**config.mk**
```make
export PLATFORM = sky130hd
export DESIGN_NAME = alu_arbiter
export DESIGN_NICKNAME = d
export VERILOG_FILES = /design/src/rtl/alu_arbiter.sv
export SDC_FILE = /design/constraint.sdc
export NUM_CORES = 1
export LEC_CHECK = 0
export CORE_UTILIZATION = 30
export CTS_CLUSTER_DIAMETER = 30
export CTS_CLUSTER_SIZE = 10
export DETAILED_ROUTE_END_ITERATION = 16
export PLACE_DENSITY = 0.63
export SYNTH_ARGS = -nofsm -noshare
export SYNTH_HDL_FRONTEND = slang
export SYNTH_SLANG_ARGS = --single-unit
```
**constraint.sdc**
```tcl
create_clock -name Clk -period 3 [get_ports Clk]
set_clock_uncertainty 0.15 [all_clocks]
set_input_delay 0.45 -clock Clk [delete_from_list [all_inputs] [get_ports Clk]]
set_output_delay 0.45 -clock Clk [all_outputs]
set_load 0.005 [all_outputs]
```
**src/rtl/alu_arbiter.sv**
```systemverilog
// Two-requester round-robin front end for a shared ALU with a fixed-latency path
// and a handshaked divider path guarded by a timeout.
module alu_arbiter #(
    parameter int unsigned                DATA_WIDTH     = 8,
    parameter int unsigned                INSTR_WIDTH    = 5,
    parameter logic [INSTR_WIDTH-1:0]     CODE_INSTR_NOP = 5'b00000,
    parameter logic [INSTR_WIDTH-1:0]     CODE_INSTR_DIV = 5'b00100,
    parameter int unsigned                FIXED_LATENCY  = 2,
    parameter int unsigned                DIV_TIMEOUT    = 64
) (
    input  logic                   Clk,
    input  logic                   ResetN,
    input  logic                   Req0Valid,
    output logic                   Req0Ready,
    input  logic [INSTR_WIDTH-1:0] Req0Instruction,
    input  logic [DATA_WIDTH-1:0]  Req0InputA,
    input  logic [DATA_WIDTH-1:0]  Req0InputB,
    input  logic                   Req1Valid,
    output logic                   Req1Ready,
    input  logic [INSTR_WIDTH-1:0] Req1Instruction,
    input  logic [DATA_WIDTH-1:0]  Req1InputA,
    input  logic [DATA_WIDTH-1:0]  Req1InputB,
    output logic [INSTR_WIDTH-1:0] AluInstruction,
    output logic [DATA_WIDTH-1:0]  AluInputA,
    output logic [DATA_WIDTH-1:0]  AluInputB,
    input  logic [DATA_WIDTH-1:0]  AluResultA,
    input  logic [DATA_WIDTH-1:0]  AluResultB,
    input  logic                   AluReady,
    output logic                   RspValid,
    input  logic                   RspReady,
    output logic                   RspId,
    output logic [DATA_WIDTH-1:0]  RspResultA,
    output logic [DATA_WIDTH-1:0]  RspResultB,
    output logic                   RspError,
    output logic                   Busy
);

    localparam int unsigned MAX_CYCLES = (FIXED_LATENCY > DIV_TIMEOUT) ? FIXED_LATENCY : DIV_TIMEOUT;
    localparam int unsigned CNT_W      = $clog2(MAX_CYCLES + 1);
    localparam logic [CNT_W-1:0] FIXED_CNT = CNT_W'(FIXED_LATENCY);
    localparam logic [CNT_W-1:0] DIV_CNT   = CNT_W'(DIV_TIMEOUT);
    localparam logic [CNT_W-1:0] ONE_CNT   = CNT_W'(1);

    typedef enum logic [1:0] {S_IDLE, S_EXEC, S_RESP} state_e;

    state_e                 state_q, state_d;
    logic                   last_grant_q, last_grant_d;
    logic                   id_q, id_d;
    logic [INSTR_WIDTH-1:0] instr_q, instr_d;
    logic [DATA_WIDTH-1:0]  a_q, a_d, b_q, b_d;
    logic [DATA_WIDTH-1:0]  res_a_q, res_a_d, res_b_q, res_b_d;
    logic                   err_q, err_d;
    logic [CNT_W-1:0]       cnt_q, cnt_d;
    logic                   grant0, grant1, accept, is_div;

    always_ff @(posedge Clk or negedge ResetN) begin
        if (!ResetN) begin
            state_q      <= S_IDLE;
            last_grant_q <= 1'b1;
            id_q         <= 1'b0;
            instr_q      <= CODE_INSTR_NOP;
            a_q          <= '0;
            b_q          <= '0;
            res_a_q      <= '0;
            res_b_q      <= '0;
            err_q        <= 1'b0;
            cnt_q        <= '0;
        end else begin
            state_q      <= state_d;
            last_grant_q <= last_grant_d;
            id_q         <= id_d;
            instr_q      <= instr_d;
            a_q          <= a_d;
            b_q          <= b_d;
            res_a_q      <= res_a_d;
            res_b_q      <= res_b_d;
            err_q        <= err_d;
            cnt_q        <= cnt_d;
        end
    end

    // Grant is gated by ResetN so no Ready can leak out while reset is held.
    always_comb begin
        grant0 = 1'b0;
        grant1 = 1'b0;
        if (ResetN && state_q == S_IDLE) begin
            if (Req0Valid && Req1Valid) begin
                grant0 = last_grant_q;
                grant1 = !last_grant_q;
            end else begin
                grant0 = Req0Valid;
                grant1 = Req1Valid;
            end
        end
    end

    assign accept = grant0 || grant1;
    assign is_div = (instr_q == CODE_INSTR_DIV);

    always_comb begin
        state_d      = state_q;
        last_grant_d = last_grant_q;
        id_d         = id_q;
        instr_d      = instr_q;
        a_d          = a_q;
        b_d          = b_q;
        res_a_d      = res_a_q;
        res_b_d      = res_b_q;
        err_d        = err_q;
        cnt_d        = cnt_q;
        case (state_q)
            S_IDLE: begin
                if (accept) begin
                    state_d      = S_EXEC;
                    last_grant_d = grant1;
                    id_d         = grant1;
                    instr_d      = grant1 ? Req1Instruction : Req0Instruction;
                    a_d          = grant1 ? Req1InputA : Req0InputA;
                    b_d          = grant1 ? Req1InputB : Req0InputB;
                    cnt_d        = ONE_CNT;
                end
            end
            S_EXEC: begin
                // cnt_q holds the 1-based index of the current EXEC cycle.
                if (is_div) begin
                    if (cnt_q > ONE_CNT && AluReady) begin
                        state_d = S_RESP;
                        res_a_d = AluResultA;
                        res_b_d = AluResultB;
                        err_d   = 1'b0;
                    end else if (cnt_q >= DIV_CNT) begin
                        state_d = S_RESP;
                        res_a_d = '0;
                        res_b_d = '0;
                        err_d   = 1'b1;
                    end else begin
                        cnt_d = cnt_q + ONE_CNT;
                    end
                end else if (cnt_q >= FIXED_CNT) begin
                    state_d = S_RESP;
                    res_a_d = AluResultA;
                    res_b_d = AluResultB;
                    err_d   = 1'b0;
                end else begin
                    cnt_d = cnt_q + ONE_CNT;
                end
            end
            S_RESP: begin
                if (RspReady) state_d = S_IDLE;
            end
            default: state_d = S_IDLE;
        endcase
    end

    always_comb begin
        Req0Ready      = grant0;
        Req1Ready      = grant1;
        Busy           = (state_q != S_IDLE);
        AluInstruction = Busy ? instr_q : CODE_INSTR_NOP;
        AluInputA      = Busy ? a_q : '0;
        AluInputB      = Busy ? b_q : '0;
        RspValid       = (state_q == S_RESP);
        RspId          = RspValid && id_q;
        RspResultA     = RspValid ? res_a_q : '0;
        RspResultB     = RspValid ? res_b_q : '0;
        RspError       = RspValid && err_q;
    end

endmodule

```
---- Word level (Yosys, flattened, before mapping) ----
Index checks and enable logic that the tools add are counted.
word-level totals
  flip-flop bits (word level) ............. 49
operators by class
  add/subtract/negate cells ............... 1
  magnitude comparators ................... 3
  equality and inequality tests ........... 11
  mux-type cells .......................... 36
  reductions and logical operators ........ 15
operators with widths
  cell                                                            number
  2-to-1 mux 8 bit                                                13
  2-to-1 mux 7 bit                                                5
  one-hot mux 7 bit (2 select lines)                              1
  2-to-1 mux 2 bit                                                6
  inequality test 3 bit (second input constant)                   4
  2-to-1 mux 5 bit                                                2
  2-to-1 mux 1 bit                                                8
  adder 7 x 1 -> 7 bit (second input constant)                    1
  >= comparator 7 x 2 -> 1 bit (second input constant)            1
  >= comparator 7 bit (second input constant)                     1
  greater-than comparator 7 x 1 -> 1 bit (second input constant)  1
  one-hot mux 2 bit (3 select lines)                              1
  nonzero test 2 bit                                              3
  equality test 5 x 3 -> 1 bit (second input constant)            1
  logical AND 1 bit                                               5
  AND reduction 5 bit                                             1
  inequality test 4 bit (second input constant)                   1
  AND reduction 4 bit                                             1
  inequality test 3 x 1 -> 1 bit (second input constant)          1
  AND reduction 3 bit                                             1
  equality test 2 x 1 -> 1 bit (second input constant)            1
  equality test 2 bit (second input constant)                     1
  zero test 2 bit                                                 1
  inequality test 2 x 1 -> 1 bit (second input constant)          1
  other kinds (4)                                                 4

---- Logic depth before layout (Yosys ltp) ----
  depth in word-level cells ............... 6
  mapped depth ............................ 9
  mapped depth without buffers ............ 7

---- Worst setup path before layout ----
Ideal clock, no wire load.
  path type ............................... register to register
  from .................................... register instr_q[1]
  to ...................................... register res_a_q[0]
  library setup time ...................... 0.079 ns
  arrival time ............................ 2.048 ns
  slack ................................... 0.723 ns
  cell stages (with the launch flop) ...... 9
  period minus slack after synthesis ...... 2.277 ns
  cell sequence ........................... dfrtp_1 -> or4b_1 -> buf_2 -> o31a_1 -> o21ai_2 -> and3_1 -> buf_6 -> buf_12 -> mux2i_1
between the ends
  cells in the longest elaborated chain, start to end .. 3
RTL lines
  item                                                                                   line  RTL
  start, declared                                                                        49    logic [INSTR_WIDTH-1:0] instr_q, instr_d;
  start signal, assigned                                                                 72    instr_q <= instr_d;
  equality test 5 x 3 -> 1 bit (*)                                                       98    assign is_div = (instr_q == CODE_INSTR_DIV);
  inequality test 3 x 1 -> 1 bit (no source line) or nonzero test 2 bit (tied branches)  n/a
  AND reduction 3 bit (no source line)                                                   n/a
  end signal, assigned                                                                   75    res_a_q <= res_a_d;
  end, declared                                                                          51    logic [DATA_WIDTH-1:0] res_a_q, res_a_d, res_b_q, res_b_d;
Every way passes the cells marked *; elsewhere a longest branch is shown, timed or not.
A chain may end at the register's enable or synchronous reset.

---- Final worst setup path ----
  from .................................... register state_q[1]
  to ...................................... output port Req0Ready
between the ends
  cells in the longest elaborated chain, start to end .. 3
RTL lines
  item                    line  RTL
  start, declared         46    state_e state_q, state_d;
  start signal, assigned  69    state_q <= state_d;
  zero test 2 bit         86    if (ResetN && state_q == S_IDLE) begin
  logical AND 1 bit       86
  2-to-1 mux 1 bit        86
  end, declared           14    output logic Req0Ready,
No other way between the ends.

==> flow_metrics.env <==
export IMPL_pwr_share_comb_pct=48.0
export IMPL_numPortBuffers=106
export IMPL_yosysTopAreaCell="dfrtp_1"
export IMPL_final_setup_tns_ns=0
export IMPL_routed_wl_met2_um=2810
export IMPL_clkPwrFrac_pct=13.2
export IMPL_netlist_top_cells_area="dfrtp_1 (44%), mux2i_1 (14%), nand2_1 (5.8%)"
export IMPL_clk_latency_ns=0.30
export IMPL_syn_area_per_cell_um2=9.33
export IMPL_final_antenna_net_count=0
export IMPL_synth_edff_count=0
export IMPL_dp_hpwl_um=4710
export IMPL_syn_to_final_growth_pct=46.1
export IMPL_ir_drop_uv=284
export IMPL_p_leak_nw=1.86
export IMPL_clock_sinks=49
export IMPL_cts_setup_buffers=0
export IMPL_ys_ff_latch=49
export IMPL_cts_tree="yes"
export IMPL_end_kind="output port"
export IMPL_io_pins=107
export IMPL_maxSlewHeadroom_pct=56.6
export IMPL_cp_arrival_ns=2.04
export IMPL_synth_top_area_share_pct=44.4
export IMPL_nNetsFinal=461
export IMPL_hold_slack_ns=0.153
export IMPL_clkTransAtPathRegs_ns=0.09
export IMPL_route_met3_wl_um=614
export IMPL_grt_pass1_wl_um=10900
export IMPL_core_um2=8720
export IMPL_insertedDiodeCount=0
export IMPL_grt_start_max_net_pins=50
export IMPL_initial_utilization_pct=31.0
export IMPL_avgRoutedWirePerCell_um=12.7
export IMPL_top_layer="met4"
export IMPL_crit_type="register to output port"
export IMPL_cts_buffers=5
export IMPL_p_int_mw=1.88
export IMPL_p_switching_mw=1.00
export IMPL_rsz0062_at_grt="false"
export IMPL_grt_pass1_vias=2274
export IMPL_root_buffer="clkbuf_8"
export IMPL_hold_viol=0
export IMPL_gp_congestion=0.775
export IMPL_seq_power_share_pct=38.8
export IMPL_yosysUniqueCellTypes=36
export IMPL_wl_met1_um=2880
export IMPL_antenna_found_initial=0
export IMPL_track_usage_pct=14.2
export IMPL_finish_utilization_pct=45.3
export IMPL_syn_cell_area_um2=2710
export IMPL_holdBufCountCts=0
export IMPL_tightest_slew_ns=0.650
export IMPL_drive_above_1_share_pct=4.30
export IMPL_synthFlopType="dfrtp_1"
export IMPL_viasPerCell=4.54
export IMPL_drtPass1Iterations=4
export IMPL_min_period_ns=2.64
export IMPL_synth_nets=357
export IMPL_netlist_instances=290
export IMPL_drv_cap=0
export IMPL_cts_resized=0
export IMPL_drc=0
export IMPL_die_y_um=97.0
export IMPL_num_vias=2284
export IMPL_clockBufferDepth=2
export IMPL_ys_seq_area_share_pct=45.4
export IMPL_drt_wl_total_um=6370
export IMPL_synth_warnings=0
export IMPL_grt_ovfl_total=0
export IMPL_finalMaxSlewViolations=0
export IMPL_first_iter_violations=75
export IMPL_synthArstFlopShare_pct=100
export IMPL_path_max_fanout=10
export IMPL_status="complete, no violations"
export IMPL_max_freq_mhz=379
export IMPL_start_kind="register"
export IMPL_required_ns=2.40
export IMPL_die_area_um2=9410
export IMPL_setup_viol=0
export IMPL_period_share_pct=87.9
export IMPL_hp_class="input pin to async pin"
export IMPL_p_per_area_nw_per_um2=729
export IMPL_p_sw_share_pct=34.7
export IMPL_htreeDepth=2
export IMPL_die_w_um=97.0
export IMPL_row_count=34
[final timing paths]
check	startpoint	to	slack, ns	cells past startpoint
hold reg to reg	a_q[2]$_DFFE_PN0P_	a_q[2]$_DFFE_PN0P_	0.33	2
setup / recovery	state_q[1]$_DFFE_PN0P_	Req0Ready	0.36	4
setup reg to reg	instr_q[1]$_DFFE_PN0P_	res_b_q[4]$_DFFE_PN0P_	0.48	6
max in group asynchronous	ResetN	state_q[1]$_DFFE_PN0P_	2.13	2
min in group Clk	a_q[2]$_DFFE_PN0P_	a_q[2]$_DFFE_PN0P_	0.33	2
hold / removal	ResetN	state_q[0]$_DFFE_PN0P_	0.15	2
[critical path, stage by stage, from the launching register on]
cell             delay (ns)
dfrtp_1                0.48
nor2_1                 0.17
and2_0                 0.34
and3_1                 0.24
clkdlybuf4s50_1        0.50
[layer usage]
layer  global-route usage, %  up-vias
met1                    17.2     1030
met5                       0        -
li1                        -     1162
met4                    4.13        0
met3                    5.78        4
met2                    23.1       88
[placed cells by master, fill, tap and decap left out, types with 3 or more instances in the layout]
cell / count
inv_1: 27
ha_1: 3
and2_1: 19
a21oi_1: 5
a21o_1: 3
nand2_1: 42
nor2_1: 5
mux2i_1: 39
and3_1: 3
nand2b_1: 4
dfrtp_1: 48
clkbuf_8: 5
a22o_1: 3
nor2b_1: 23
o211ai_1: 3
nor3_1: 4
clkbuf_1: 3
clkdlybuf4s50_1: 105
buf_4: 7
o21ai_0: 24
[area by class of cell]
cell class | count | area, um^2
sequential | 49 | 1230
clock buffer | 8 | 80.1
timing repair buffer | 113 | 1110
tap | 108 | 135
inverter | 27 | 101
fill | 873 | 4770
multi-input combinational | 198 | 1300
[logic make-up after synthesis]
group	synth area share [%]
muxes	14.4
AOI/OAI and AO/OA	10.8
buffers and inverters	6.98
adders and majority gates	1.39
and+or+nand+nor	21.0
DFF	45.4
[flip-flops by register name (all words and copies together) (netlist names)]
name,count
a_q,8
b_q,8
res_a_q,8
res_b_q,8
cnt_q,7
instr_q,5
state_q,2
err_q,1
id_q,1
last_grant_q,1
[synth_stat cells (2+ instances only)]
| master | instances |
|---|---|
| buf_1 | 2 |
| nor2b_1 | 23 |
| a21o_1 | 3 |
| nand2b_1 | 4 |
| and3_1 | 3 |
| o31a_1 | 2 |
| inv_1 | 27 |
| nor3_1 | 4 |
| mux2i_1 | 39 |
| nor2_1 | 5 |
| dfrtp_1 | 48 |
| a211oi_1 | 2 |
| buf_2 | 3 |
| nand3_1 | 2 |
| ha_1 | 3 |
| o21ai_0 | 25 |
| o211ai_1 | 3 |
| clkbuf_1 | 9 |
| nand2_1 | 42 |
| and2_1 | 19 |
| a22o_1 | 3 |
| a21oi_1 | 5 |
[stage by stage]
stage	power (mW)	setup WS [ns]	std cells	area [um^2]
2_1_floorplan	1.91	0.723	290	2710
3_3_place_gp	2.50	0.417	495	3870
3_5_place_dp	2.54	0.339	495	3870
4_1_cts	2.93	0.319	503	3950
5_1_grt	3.14	0.198	503	3950
6_report	2.88	0.362	503	3950
[power by group through the flow]
stage	logic (mW)	clock network (mW)	registers, mW
after floorplan	0.830	0	1.08
after global placement	1.38	0	1.12
after detailed placement	1.40	0	1.13
after CTS	1.41	0.398	1.12
after global routing	1.56	0.422	1.17
final	1.38	0.380	1.12
No activity file was read; power rests on OpenSTA's default activity.
